<file path="config.mk">
export PLATFORM = sky130hd
export DESIGN_NAME = cordic_arbiter
export DESIGN_NICKNAME = d
export VERILOG_FILES = /design/src/rtl/cordic_arbiter.sv
export SDC_FILE = /design/constraint.sdc
export NUM_CORES = 1
export LEC_CHECK = 0
export CORE_ASPECT_RATIO = 1.2
export CORE_MARGIN = 2
export CORE_UTILIZATION = 40
export CTS_CLUSTER_SIZE = 10
export DETAILED_ROUTE_END_ITERATION = 10
export GPL_ROUTABILITY_DRIVEN = 0
export PLACE_DENSITY = 0.83
export REMOVE_ABC_BUFFERS = 1
export SLEW_MARGIN = 25
export SYNTH_ARGS = -nofsm -noshare
export SYNTH_HDL_FRONTEND = slang
export SYNTH_SLANG_ARGS = --single-unit
</file>
<file path="constraint.sdc">
create_clock -name clk -period 5.2 [get_ports clk]
set_clock_uncertainty 0.2 [all_clocks]
set_input_delay 1.04 -clock clk [delete_from_list [all_inputs] [get_ports clk]]
set_output_delay 1.04 -clock clk [all_outputs]
set_load 0.01 [all_outputs]
</file>
<file path="src/rtl/cordic_arbiter.sv">
// rtl/cordic_arbiter.sv - round-robin sharing of one cordicdpath between N_REQ requesters
// Grants one requester at a time, starts the datapath, waits for its finish or a watchdog abort.
module cordic_arbiter #(
   parameter int N_REQ   = 4,
   parameter int W       = 16,
   parameter int TIMEOUT = 64
) (
   input  logic               clk,
   input  logic               rst_b,
   input  logic [N_REQ-1:0]   req,
   input  logic [N_REQ*W-1:0] theta_in,
   output logic [N_REQ-1:0]   gnt,
   output logic [N_REQ-1:0]   done,
   output logic [W-1:0]       result,
   output logic               err,
   output logic [W-1:0]       dp_theta,
   output logic               dp_bgn,
   input  logic               dp_fin,
   input  logic [W-1:0]       dp_cos
);

   localparam int IW  = (N_REQ > 1) ? $clog2(N_REQ) : 1;
   localparam int WDW = $clog2(TIMEOUT);

   typedef enum logic [1:0] {
      S_IDLE,
      S_START,
      S_BUSY,
      S_DONE
   } state_t;

   state_t             state_q, state_d;
   logic [IW-1:0]      rr_ptr_q, rr_ptr_d;
   logic [IW-1:0]      winner_q, winner_d;
   logic [WDW-1:0]     wd_q, wd_d;
   logic [N_REQ-1:0]   gnt_q, gnt_d;
   logic [N_REQ-1:0]   done_q, done_d;
   logic [W-1:0]       result_q, result_d;
   logic               err_q, err_d;
   logic [W-1:0]       dp_theta_q, dp_theta_d;
   logic               dp_bgn_q, dp_bgn_d;

   logic               win_found;
   logic [IW-1:0]      win_idx;

   // First asserted request scanning upward from rr_ptr, wrapping at N_REQ.
   function automatic logic [IW:0] pick(input logic [N_REQ-1:0] r, input logic [IW-1:0] ptr);
      logic [IW:0] res;
      int          j;
      res = '0;
      for (int i = 0; i < N_REQ; i++) begin
         j = (int'(ptr) + i) % N_REQ;
         if (!res[IW] && r[j]) begin
            res = {1'b1, IW'(j)};
         end
      end
      return res;
   endfunction

   always_comb begin
      {win_found, win_idx} = pick(req, rr_ptr_q);
   end

   always_comb begin
      state_d    = state_q;
      rr_ptr_d   = rr_ptr_q;
      winner_d   = winner_q;
      wd_d       = wd_q;
      gnt_d      = gnt_q;
      done_d     = '0;
      result_d   = result_q;
      err_d      = err_q;
      dp_theta_d = dp_theta_q;
      dp_bgn_d   = 1'b0;
      case (state_q)
         S_IDLE: begin
            if (win_found) begin
               winner_d   = win_idx;
               dp_theta_d = theta_in[int'(win_idx)*W +: W];
               gnt_d      = N_REQ'(1) << win_idx;
               dp_bgn_d   = 1'b1;
               state_d    = S_START;
            end
         end
         S_START: begin
            wd_d    = '0;
            state_d = S_BUSY;
         end
         S_BUSY: begin
            wd_d = wd_q + WDW'(1);
            // A finish arriving on the abort cycle still counts as a good result.
            if (dp_fin) begin
               result_d = dp_cos;
               err_d    = 1'b0;
               done_d   = N_REQ'(1) << winner_q;
               state_d  = S_DONE;
            end else if (wd_q == WDW'(TIMEOUT - 1)) begin
               result_d = '0;
               err_d    = 1'b1;
               done_d   = N_REQ'(1) << winner_q;
               state_d  = S_DONE;
            end
         end
         S_DONE: begin
            gnt_d    = '0;
            rr_ptr_d = (int'(winner_q) == N_REQ - 1) ? '0 : winner_q + IW'(1);
            state_d  = S_IDLE;
         end
         default: state_d = S_IDLE;
      endcase
   end

   always_ff @(posedge clk or negedge rst_b) begin
      if (!rst_b) begin
         state_q    <= S_IDLE;
         rr_ptr_q   <= '0;
         winner_q   <= '0;
         wd_q       <= '0;
         gnt_q      <= '0;
         done_q     <= '0;
         result_q   <= '0;
         err_q      <= 1'b0;
         dp_theta_q <= '0;
         dp_bgn_q   <= 1'b0;
      end else begin
         state_q    <= state_d;
         rr_ptr_q   <= rr_ptr_d;
         winner_q   <= winner_d;
         wd_q       <= wd_d;
         gnt_q      <= gnt_d;
         done_q     <= done_d;
         result_q   <= result_d;
         err_q      <= err_d;
         dp_theta_q <= dp_theta_d;
         dp_bgn_q   <= dp_bgn_d;
      end
   end

   assign gnt      = gnt_q;
   assign done     = done_q;
   assign result   = result_q;
   assign err      = err_q;
   assign dp_theta = dp_theta_q;
   assign dp_bgn   = dp_bgn_q;

endmodule

</file>
==> Flow_metrics.wiki, run 1 <==
{| class="wikitable"
! Metric !! Value
|-
| Floorplan die area || 7700 um^2
|-
| Post-synthesis async set-or-reset flop share || 100%
|-
| Die height || about 96 um
|-
| Area share of the largest cell type after synthesis || roughly half
|-
| Clock slew at the register clock pins of the worst setup and hold paths || about 0.10 ns
|-
| Starting Density || between 40% and 50%
|-
| Final hold violation count || 0
|-
| Count of flip-flops with a built-in enable after synthesis || 0
|-
| TritonCTS clock tree || built
|-
| Yosys top cell by area || dfrtp_1
|-
| Clock sink count || 54
|-
| Number of instances in the synthesized netlist || between 200 and 300
|-
| Layout cell share with drive strength beyond 1 || under 10%
|-
| Summed instance area of the synthesized netlist || 2800 um^2
|-
| CTS max path bufs || 2
|-
| Startpoint of the lowest-slack register-to-register path || state_q[0]
|-
| Width of the chip || about 80 um
|-
| Yosys synthesis warning count || 0
|-
| Critical path endpoint category || flip-flop
|-
| Final routed DRC violation total || 0
|-
| GR Overflow Total || 0
|-
| Count leader, synth || dfrtp_1
|-
| Maximum level of the CTS H-tree || 2
|-
| Clock root buffer || clkbuf_8
|-
| Distinct cell type count after synthesis || 43
|-
| Number of nets in the final layout || about 490
|-
| Iteration-0 DRC Markers || about 50
|-
| Fin cells || approximately 480
|-
| Share of synthesized area occupied by flip-flops and latches || 48.2%
|-
| Final worst-path cycle share || between 70 and 80%
|-
| Mean post-synth cell area || around 10 um^2
|-
| Timing startpoint of the critical path || req[3]
|-
| ANT cells || 0
|-
| Initial antenna violation count || 0
|-
| CTS buffer count || 5
|-
| Max Fanout on Critical Path || 31
|-
| # setup viols final || 0
|-
| Classification of the worst setup path || input port to flip-flop
|-
| Data arrival time of the critical path || a little under 4 ns
|-
| Power density relative to cell area || ~510 nW/um^2
|-
| Cell types with the highest counts after synthesis || dfrtp_1 (54), nor2_1 (27), o21ai_0 (24)
|-
| Cell row count || 33
|-
| Unrepaired setup endpoints after global routing || no
|-
| Port Buf Inserts || 128
|-
| Tightest Hold Check Type || flip-flop to flip-flop
|-
| Number of placed I/O pins || about 130
|-
| Max-slew violation count || 0
|-
| FF-to-FF setup slack || between 2 and 3 ns
|-
| Number of maximum-capacitance violations || 0
|-
| Routed length per instance || 15.2 um
|-
| Setup WS pre-CTS || between 1 and 1.5 ns
|-
| Transition time of the tightest slew-check pin || approximately 0.79 ns
|-
| Number of setup buffers added after CTS || 0
|-
| FF+latch count, synth || 54
|-
| Gates resized, CTS repair || 0
|-
| Outcome || completed
|-
| HPWL after detailed placement || 5590 um
|-
| Area growth from synthesis to layout || 51.1%
|-
| Final critical path time including I/O delays and setup || roughly 3.9 ns
|-
| Final wirelength || between 7000 and 8000 um
|-
| F_max || between 0.2 and 0.3 GHz
|-
| Maximum number of pins on one net before global-route repair || 55
|-
| Final ANT Viol Nets || 0
|-
| Total global routing track utilization || about a fifth
|-
| Worst-skew pair later-pin latency || between 0.3 and 0.4 ns
|-
| Critical path launch point type || input port
|-
| Required time of the critical path || around 5.2 ns
|-
| Via Count || around 2600
|-
| Pre-Repair DR Iteration Count || 4
|-
| Static Leakage || roughly 1.8 nW
|-
| Via count of the first global-routing pass || approximately 2600
|-
| Overall power consumption || 2.14 mW
|-
| Leading cell types by total area after synthesis || dfrtp_1 (48%), a22o_1 (6.6%), mux2i_1 (5.4%), a221oi_1 (4.4%), o21ai_0 (4.3%)
|-
| Synth Flop Type || dfrtp_1
|-
| Hold Path Origin || result[5]
|-
| Worst setup slack after layout || 1.31 ns
|-
| Area of the core || between 6000 and 7000 um^2
|-
| Global-route wire length before repair || around 12000 um
|-
| Post-CTS Hold Fix Bufs || 0
|-
| Per-cell via count in the routed design || 5.46
|-
| Worst-case vdd ir drop || approximately 240 uV
|-
| Max transition margin || between 40% and 50%
|-
| Placed Cells || 476
|-
| Sum Neg Setup Slack || 0 ns
|}
## cell usage in the layout, fill, tap and decap left out, types with 3 or more instances in the layout
master           instances
clkdlybuf4s50_1        127
dfrtp_1                 54
nor2_1                  27
o21ai_0                 24
a22o_1                  21
o22ai_1                 16
mux2i_1                 15
inv_1                   14
a221oi_1                14
nand2_1                 12
a21oi_1                  9
ha_1                     9
nand3_1                  6
clkbuf_8                 5
a31oi_1                  4
nand2b_1                 3
nor2b_1                  3
## per-layer routing
layer	track usage, %	part of all wire (%)	wire length, um
met1	22.4	38	2800
met2	34.9	50	3690
met3	5.72	9.0	661
met4	8.76	2.7	201
met5	0	0	0
## worst max-delay path: stages
cell	delay [ns]
clkdlybuf4s50_1	0.64
nor4_2	0.68
nand2b_1	0.71
inv_2	0.38
o21ai_0	0.31
o22ai_1	0.12
## flip-flops by register name, indices dropped and copies added (netlist names)
name and count:
done 4, dp_bgn 1, dp_theta 16, err 1, gnt 4, result 16, rr_ptr_q 2, state_q 2
wd_q 6, winner_q 2
## where the power goes
| part | switching [mW] | internal [mW] | total, mW |
|---|---|---|---|
| Sequential | 0.124 | 0.594 | 0.719 |
| Combinational | 0.543 | 0.591 | 1.13 |
| Clock | 0.145 | 0.146 | 0.291 |
## cells by family (layout without fill, tap and decap cells)
| group | after synthesis | after routing | synth area share (%) |
|---|---|---|---|
| xor gates and xnor gates | 1 | 1 | 0.312 |
| AOI/OAI and AO/OA | 100 | 100 | 24.9 |
| adders and majority gates | 9 | 9 | 4.02 |
| DFF | 54 | 54 | 48.2 |
| and+or+nand+nor | 65 | 65 | 11.6 |
| buffers and inverters | 33 | 152 | 5.18 |
| muxes | 16 | 16 | 5.76 |
## area by class of cell
type | instances | area (um^2)
Multi-Input combinational cell | 191 | 1320
Timing Repair Buffer | 129 | 1280
Sequential cell | 54 | 1350
Tap cell | 87 | 109
Clock inverter | 3 | 47.5
Fill cell | 575 | 2570
Clock buffer | 5 | 68.8
Inverter | 15 | 56.3
## worst paths after layout
| path | end | depth (start not counted) |
|---|---|---|
| worst min register to register | result[5] | 1 |
| max in group asynchronous | wd_q[1] | 2 |
| worst max-delay path | dp_theta[2] | 6 |
| min in group asynchronous | result[2] | 2 |
| worst min-delay path | result[5] | 1 |
| worst max register to register | dp_theta[2] | 6 |
## per-stage QoR
stage | util (%) | hold slack (ns) | area [um^2]
after CTS | 62.1 | 0.317 | 4230
final | 62.2 | 0.314 | 4240
after global routing | 62.2 | 0.342 | 4240
after global placement | 60.4 | 0.290 | 4110
after detailed placement | 60.4 | 0.291 | 4110
after floorplan | - | 0.278 | 2720
(Power assumes the default switching activity.)
==> inputs of run 2 (changes only) <==
==> constraint.sdc (replaced) <==
create_clock -name clk -period 3.82 [get_ports clk]
set_clock_uncertainty 0.2 [all_clocks]
set_input_delay 0.764 -clock clk [delete_from_list [all_inputs] [get_ports clk]]
set_output_delay 0.764 -clock clk [all_outputs]
set_load 0.01 [all_outputs]
==> run 2 against run 1 <==
Compared with the run above:
- via count up 1.4%
- sequential share of layout area up 0.057 points
- largest power group unchanged
- critical path depth unchanged
==> Flow_metrics.wiki, run 2 (synthesized netlist as in run 1, its figures left out) <==
{| class="wikitable"
! Metric !! Value
|-
| Clock root buffer || clkbuf_8
|-
| Post-CTS Hold Fix Bufs || 0 (unchanged)
|-
| Max-slew violation count || 0 (unchanged)
|-
| Power Internal || 1.76 mW (+32%)
|-
| Commonest non-fill, non-tap cell in the layout || clkdlybuf4s50_1
|-
| TritonCTS clock tree || built
|-
| DR top layer || met4
|-
| End-of-flow core utilization || 62.1% (-0.11 points)
|-
| Clock sink count || 54 (unchanged)
|-
| Maximum level of the CTS H-tree || 2 (unchanged)
|-
| Dominant delay contributor by cell family on the critical path || compound AO/OA/AOI/OAI gates
|-
| Timing startpoint of the critical path || req[0]
|-
| Global-route wire length before repair || 12500 um (+5.6%)
|-
| Routed length per instance || 15.8 um (+3.8%)
|-
| Overall power consumption || 2.88 mW (+34%)
|-
| Final wirelength || 7690 um (+4.5%)
|-
| Met1 wire length || 3030 um (+8.0%)
|-
| Combined buffer and inverter count along the critical path || 1 (-1)
|-
| Power density relative to cell area || 681 nW/um^2 (+35%)
|-
| Number of setup buffers added after CTS || 0 (unchanged)
|-
| Number of placed I/O pins || 129 (unchanged)
|-
| Startpoint of the lowest-slack register-to-register path || rr_ptr_q[0]
|-
| Slowest stage delay, CP || 0.61 ns (-0.10 ns)
|-
| Critical path's slowest cell || o31a_1
|-
| Data arrival time of the critical path || 2.99 ns (-0.90 ns)
|-
| Unrepaired setup endpoints after global routing || no
|-
| HPWL after detailed placement || 5800 um (+3.8%)
|-
| GR Overflow Total || 0 (unchanged)
|-
| Floorplan die area || 7700 um^2 (unchanged)
|-
| Initial antenna violation count || 0 (unchanged)
|-
| Final routed DRC violation total || 0 (unchanged)
|-
| Maximum number of pins on one net before global-route repair || 32 (-42%)
|-
| Static Leakage || 1.79 nW (+0.19%)
|-
| Layout filler cell count || 587 (+2.1%)
|-
| Switching part of the total || 39.0% (+1.1 points)
|-
| Detail Route met2 WL || 3890 um (+5.3%)
|-
| Transition time of the tightest slew-check pin || 0.819 ns (+0.0287 ns)
|-
| Via Count || 2678 (+1.4%)
|-
| Clock slew at the register clock pins of the worst setup and hold paths || 0.10 ns (about the same)
|-
| Final Hold Slack || 0.277 ns (-0.0370 ns)
|-
| Sw power || 1.12 mW (+38%)
|-
| Final critical path time including I/O delays and setup || approximately 3.0 ns
|-
| Max Fanout on Critical Path || 17 (-45%)
|-
| CTS buffer count || 5 (unchanged)
|-
| Portion of total power attributed to the clock network || 11.4% (-2.2 points)
|-
| Required time of the critical path || 3.84 ns (-1.36 ns)
|-
| Cell row count || 33 (unchanged)
|-
| Sum Neg Setup Slack || 0 ns (unchanged)
|-
| Classification of the worst setup path || input port to flip-flop
|-
| Worst-case vdd ir drop || 304 uV (+28%)
|-
| Final worst-path cycle share || slightly below 80%
|-
| Critical path endpoint category || flip-flop
|-
| # setup viols final || 0 (unchanged)
|-
| Via count of the first global-routing pass || 2725 (+3.7%)
|-
| Starting Density || 41.2% (unchanged)
|-
| Critical path launch point type || input port
|-
| Layout cell share with drive strength beyond 1 || 5.75% (+0.71 points)
|-
| Most frequent CP cell || o21ai_0
|-
| Sequential share of power || 33.9% (+0.4 points)
|-
| Total global routing track utilization || 20.8% (+0.89 points)
|-
| Max transition margin || 45.4% (-1.9 points)
|-
| Die height || 95.7 um (unchanged)
|-
| Worst-skew pair later-pin latency || 0.31 ns (about the same)
|-
| Iteration-0 DRC Markers || 113 (+120%)
|-
| Per-cell via count in the routed design || 5.50 (+0.74%)
|-
| Worst path cell trace || clkdlybuf4s50_1 > and2b_1 > o21ai_0 > o31a_1 > o21ai_0 > o22ai_1
|-
| Area of the core || 6810 um^2 (unchanged)
|-
| ANT cells || 0 (unchanged)
|-
| F_max || ~0.34 GHz
|-
| Pre-Repair DR Iteration Count || 4 (unchanged)
|-
| Met3 routed WL || 641 um (-3.0%)
|-
| Worst setup slack after layout || 0.852 ns (-0.457 ns)
|-
| Number of nets in the final layout || 495 (+0.61%)
|-
| CTS max path bufs || 2 (unchanged)
|-
| Combinational share of power || 54.7% (+1.8 points)
|-
| Width of the chip || 80.4 um (unchanged)
|-
| Number of maximum-capacitance violations || 0 (unchanged)
|-
| Gates resized, CTS repair || 0 (unchanged)
|-
| Area growth from synthesis to layout || 50.9%
|-
| Tightest Hold Check Type || input port to async pin
|-
| Top library cells by usage in the layout, fill and taps aside || clkdlybuf4s50_1 (127), dfrtp_1 (54), nor2_1 (27)
|-
| Final hold violation count || 0 (unchanged)
|-
| Final ANT Viol Nets || 0 (unchanged)
|-
| Setup WS pre-CTS || 0.550 ns (-0.466 ns)
|-
| Outcome || completed
|-
| Port Buf Inserts || 128 (unchanged)
|}
-- run 2: cell count changes in the layout (fill, tap and decap cells not counted), sizes merged --
| cell | delta |
|---|---|
| inv | -1 |
| buf | +3 |
| clkinv | +2 |
| bufinv | -1 |
-- run 2: power by group through the flow --
stage / logic, mW / clock network, mW / registers, mW
3_3_place_gp: 1.52 / 0 / 0.975
4_1_cts: 1.58 / 0.333 / 0.975
2_1_floorplan: 0.774 / 0 / 1.05
6_report: 1.58 / 0.328 / 0.976
3_5_place_dp: 1.58 / 0 / 0.985
5_1_grt: 1.73 / 0.362 / 1.01
-- run 2: final cells by class --
type                            count  area [um^2]  share of cell area, %
Inverter                           15         56.3                   1.33
Sequential cell                    54         1350                   31.9
Clock buffer                        5         68.8                   1.63
Clock inverter                      3         26.3                  0.621
Timing Repair Buffer              132         1310                   30.9
Multi-Input combinational cell    191         1310                   31.0
Tap cell                           87          109                   2.57
-- run 2: path summary, 6_finish.rpt --
check                                   end  slack [ns]  depth (start not counted)
worst max-delay path            dp_theta[3]        0.85                          6
worst min-delay path              result[5]        0.28                          1
worst max register to register  dp_theta[3]        1.36                          5
worst min register to register    result[5]        0.32                          1
max in group asynchronous           wd_q[2]        2.37                          2
min in group clk                  result[5]        0.32                          1
-- run 2: worst register-to-register path, stage by stage (launching register included) --
cell,delay (ns)
dfrtp_1,0.48
and2b_1,0.24
o21ai_0,0.46
o31a_1,0.61
o21ai_0,0.23
o22ai_1,0.16
-- run 2: through the flow --
step | instances | cell area [um^2]
finish | 487 | 4230
global route | 487 | 4230
CTS | 487 | 4230
detailed placement | 479 | 4140
global placement | 479 | 4140
floorplan | 260 | 2720
-- run 2: per-layer routing --
metal | global-route usage [%] | up-vias
met2 | 37.6 | 124
met3 | 5.25 | 12
met5 | 0 | -
li1 | - | 1273
met1 | 23.6 | 1269
met4 | 7.49 | 0
==> inputs of run 3 (changes only) <==
==> constraint.sdc (replaced) <==
create_clock -name clk -period 2.9 [get_ports clk]
set_clock_uncertainty 0.2 [all_clocks]
set_input_delay 0.58 -clock clk [delete_from_list [all_inputs] [get_ports clk]]
set_output_delay 0.58 -clock clk [all_outputs]
set_load 0.01 [all_outputs]
==> run 3 against run 2 <==
Compared with the run above:
- worst hold slack improved by 0.032 ns
- global-route usage fell by 0.16 points
- final area rose by 1.9%
- non-clock buffer count rose by 9
- count of clock-buffer cells in the layout rose by 2
- clock power increased by 53%
- highest routed layer unchanged
==> Flow_metrics.wiki, run 3 (synthesized netlist as in run 1, its figures left out) <==
{| class="wikitable"
! Metric !! Value
|-
| # setup viols final || 0 (unchanged)
|-
| Layout filler cell count || 561 (-4.4%)
|-
| Final ANT Viol Nets || 0 (unchanged)
|-
| Clock slew at the register clock pins of the worst setup and hold paths || 0.09 ns (about the same)
|-
| Met2 GRT Util || 36.7% (-0.90 points)
|-
| Final Hold Slack || 0.308 ns (+0.0316 ns)
|-
| Maximum level of the CTS H-tree || 2 (unchanged)
|-
| Area of the core || 6810 um^2 (unchanged)
|-
| Met1 Track Usage GR || 23.6% (-0.039 points)
|-
| Clock root buffer || clkbuf_8
|-
| Data arrival time of the critical path || 2.50 ns (-0.49 ns)
|-
| Area growth from synthesis to layout || 53.8%
|-
| Classification of the worst setup path || input port to flip-flop
|-
| Per-cell via count in the routed design || 5.48 (-0.31%)
|-
| Switching part of the total || 37.5% (-1.5 points)
|-
| Final wirelength || 7650 um (-0.55%)
|-
| Number of placed I/O pins || 129 (unchanged)
|-
| Power density relative to cell area || 898 nW/um^2 (+32%)
|-
| Portion of total power attributed to the clock network || 13.0% (+1.6 points)
|-
| Power Internal || 2.42 mW (+38%)
|-
| F_max || 0.404 GHz
|-
| Port Buf Inserts || 128 (unchanged)
|-
| Final critical path time including I/O delays and setup || about 2.5 ns
|-
| Worst-skew pair later-pin latency || 0.31 ns (about the same)
|-
| Gates resized, CTS repair || 0 (unchanged)
|-
| Slowest stage delay, CP || 0.54 ns (-0.07 ns)
|-
| Global-route met3 utilization || 6.47% (+1.2 points)
|-
| CTS buffer count || 5 (unchanged)
|-
| Final hold violation count || 0 (unchanged)
|-
| Sequential share of power || 33.3% (-0.6 points)
|-
| Outcome || completed
|-
| Clock sink count || 54 (unchanged)
|-
| Total global routing track utilization || 20.6% (-0.16 points)
|-
| Most Used Layer, Global Route || met2
|-
| Required time of the critical path || 2.93 ns (-0.91 ns)
|-
| Setup WS pre-CTS || 0.123 ns (-0.426 ns)
|-
| Number of nets in the final layout || 504 (+1.8%)
|-
| HPWL after detailed placement || 5830 um (+0.57%)
|-
| Number of setup buffers added after CTS || 0 (unchanged)
|-
| Commonest non-fill, non-tap cell in the layout || clkdlybuf4s50_1
|-
| Cell row count || 33 (unchanged)
|-
| Sum Neg Setup Slack || 0 ns (unchanged)
|-
| Max-slew violation count || 0 (unchanged)
|-
| Maximum number of pins on one net before global-route repair || 32 (unchanged)
|-
| GR Overflow Total || 0 (unchanged)
|-
| ANT cells || 0 (unchanged)
|-
| Static Leakage || 1.83 nW (+2.6%)
|-
| Max Fanout on Critical Path || 17 (unchanged)
|-
| Width of the chip || 80.4 um (unchanged)
|-
| Sw power || 1.45 mW (+29%)
|-
| Post-CTS Hold Fix Bufs || 1 (+1)
|-
| Number of maximum-capacitance violations || 0 (unchanged)
|-
| Worst path cell trace || clkdlybuf4s50_1 > buf_4 > nor2b_1 > and2_1 > o31a_1 > o21ai_0 > o22ai_1
|-
| Worst setup slack after layout || 0.427 ns (-0.426 ns)
|-
| Final worst-path cycle share || 85.3%
|-
| Critical path endpoint category || flip-flop
|-
| Unrepaired setup endpoints after global routing || no
|-
| TritonCTS clock tree || built
|-
| Layout cell share with drive strength beyond 1 || 7.09% (+1.3 points)
|-
| Iteration-0 DRC Markers || 91 (-19%)
|-
| Initial antenna violation count || 0 (unchanged)
|-
| Routed length per instance || 15.4 um (-2.4%)
|-
| Critical path's slowest cell || clkdlybuf4s50_1
|-
| Final routed DRC violation total || 0 (unchanged)
|-
| Via Count || 2719 (+1.5%)
|-
| CTS max path bufs || 2 (unchanged)
|-
| Max transition margin || 53.3% (+7.9 points)
|-
| Total area of sequential cells || 1350 um^2 (unchanged)
|-
| Overall power consumption || 3.87 mW (+34%)
|-
| Tightest Hold Check Type || flip-flop to flip-flop
|-
| Area of the multi-input gates || 1310 um^2 (unchanged)
|-
| Global-route wire length before repair || 12400 um (-0.93%)
|-
| Floorplan die area || 7700 um^2 (unchanged)
|-
| Starting Density || 41.2% (unchanged)
|-
| Die height || 95.7 um (unchanged)
|-
| Top library cells by usage in the layout, fill and taps aside || clkdlybuf4s50_1 (127), dfrtp_1 (54), nor2_1 (27)
|-
| Worst-case vdd ir drop || 388 uV (+28%)
|-
| Pre-Repair DR Iteration Count || 4 (unchanged)
|-
| Via count of the first global-routing pass || 2791 (+2.4%)
|-
| Transition time of the tightest slew-check pin || 0.701 ns (-0.118 ns)
|-
| Critical path launch point type || input port
|-
| Combinational share of power || 53.7% (-1.0 points)
|}
==> run 3: cell types whose count changed in the layout (fill, tap and decap cells not counted) <==
| cell | change |
|---|---|
| buf_4 | +8 |
| clkinv_4 | -3 |
| clkbuf_1 | +2 |
| bufinv_16 | +1 |
| dlygate4sd3_1 | +1 |
==> run 3: path summary, 6_finish.rpt <==
path | depth (start not counted) | slack (ns) | endpoint | from
max | 7 | 0.43 | dp_theta[1] | req[2]
max reg2reg | 6 | 0.69 | done[1] | wd_q[0]
min in group asynchronous | 2 | 0.47 | done[0] | rst_b
min | 1 | 0.31 | result[5] | result[5]
min reg2reg | 1 | 0.31 | result[5] | result[5]
max in group asynchronous | 3 | 1.44 | wd_q[4] | rst_b
==> run 3: worst max-delay path: cells and delay by family <==
family	cells	cell delay (ns)
AND/OR/NAND/NOR	2	0.35
buffers and inverters	2	0.70
AO/OA/AOI/OAI	3	0.86
==> run 3: power by group through the flow <==
stage          clock [mW]  sequential (mW)  combinational [mW]
5_1_grt             0.553             1.33                2.29
2_1_floorplan           0             1.38                1.02
3_5_place_dp            0             1.30                2.09
6_report            0.502             1.29                2.08
3_3_place_gp            0             1.28                2.02
4_1_cts             0.518             1.29                2.10
==> run 3: final cells by class <==
class,instances,area share [%]
Tap cell,87,2.52
Clock inverter,1,0.696
Clock buffer,7,1.77
Timing Repair Buffer,141,31.9
Multi-Input combinational cell,191,30.4
Inverter,15,1.31
Sequential cell,54,31.3
==> run 3: metal layers <==
layer  share of wire [%]  wire length, um
met4                 1.7              128
met2                  50             3840
met3                 8.4              645
met1                  40             3040
met5                   0                0
==> run 3: through the flow <==
step / area, um^2 / utilization, % / std cells
floorplan: 2720 / - / 260
global placement: 4200 / 61.6 / 487
detailed placement: 4200 / 61.6 / 487
CTS: 4310 / 63.3 / 496
global route: 4310 / 63.3 / 496
finish: 4310 / 63.3 / 496
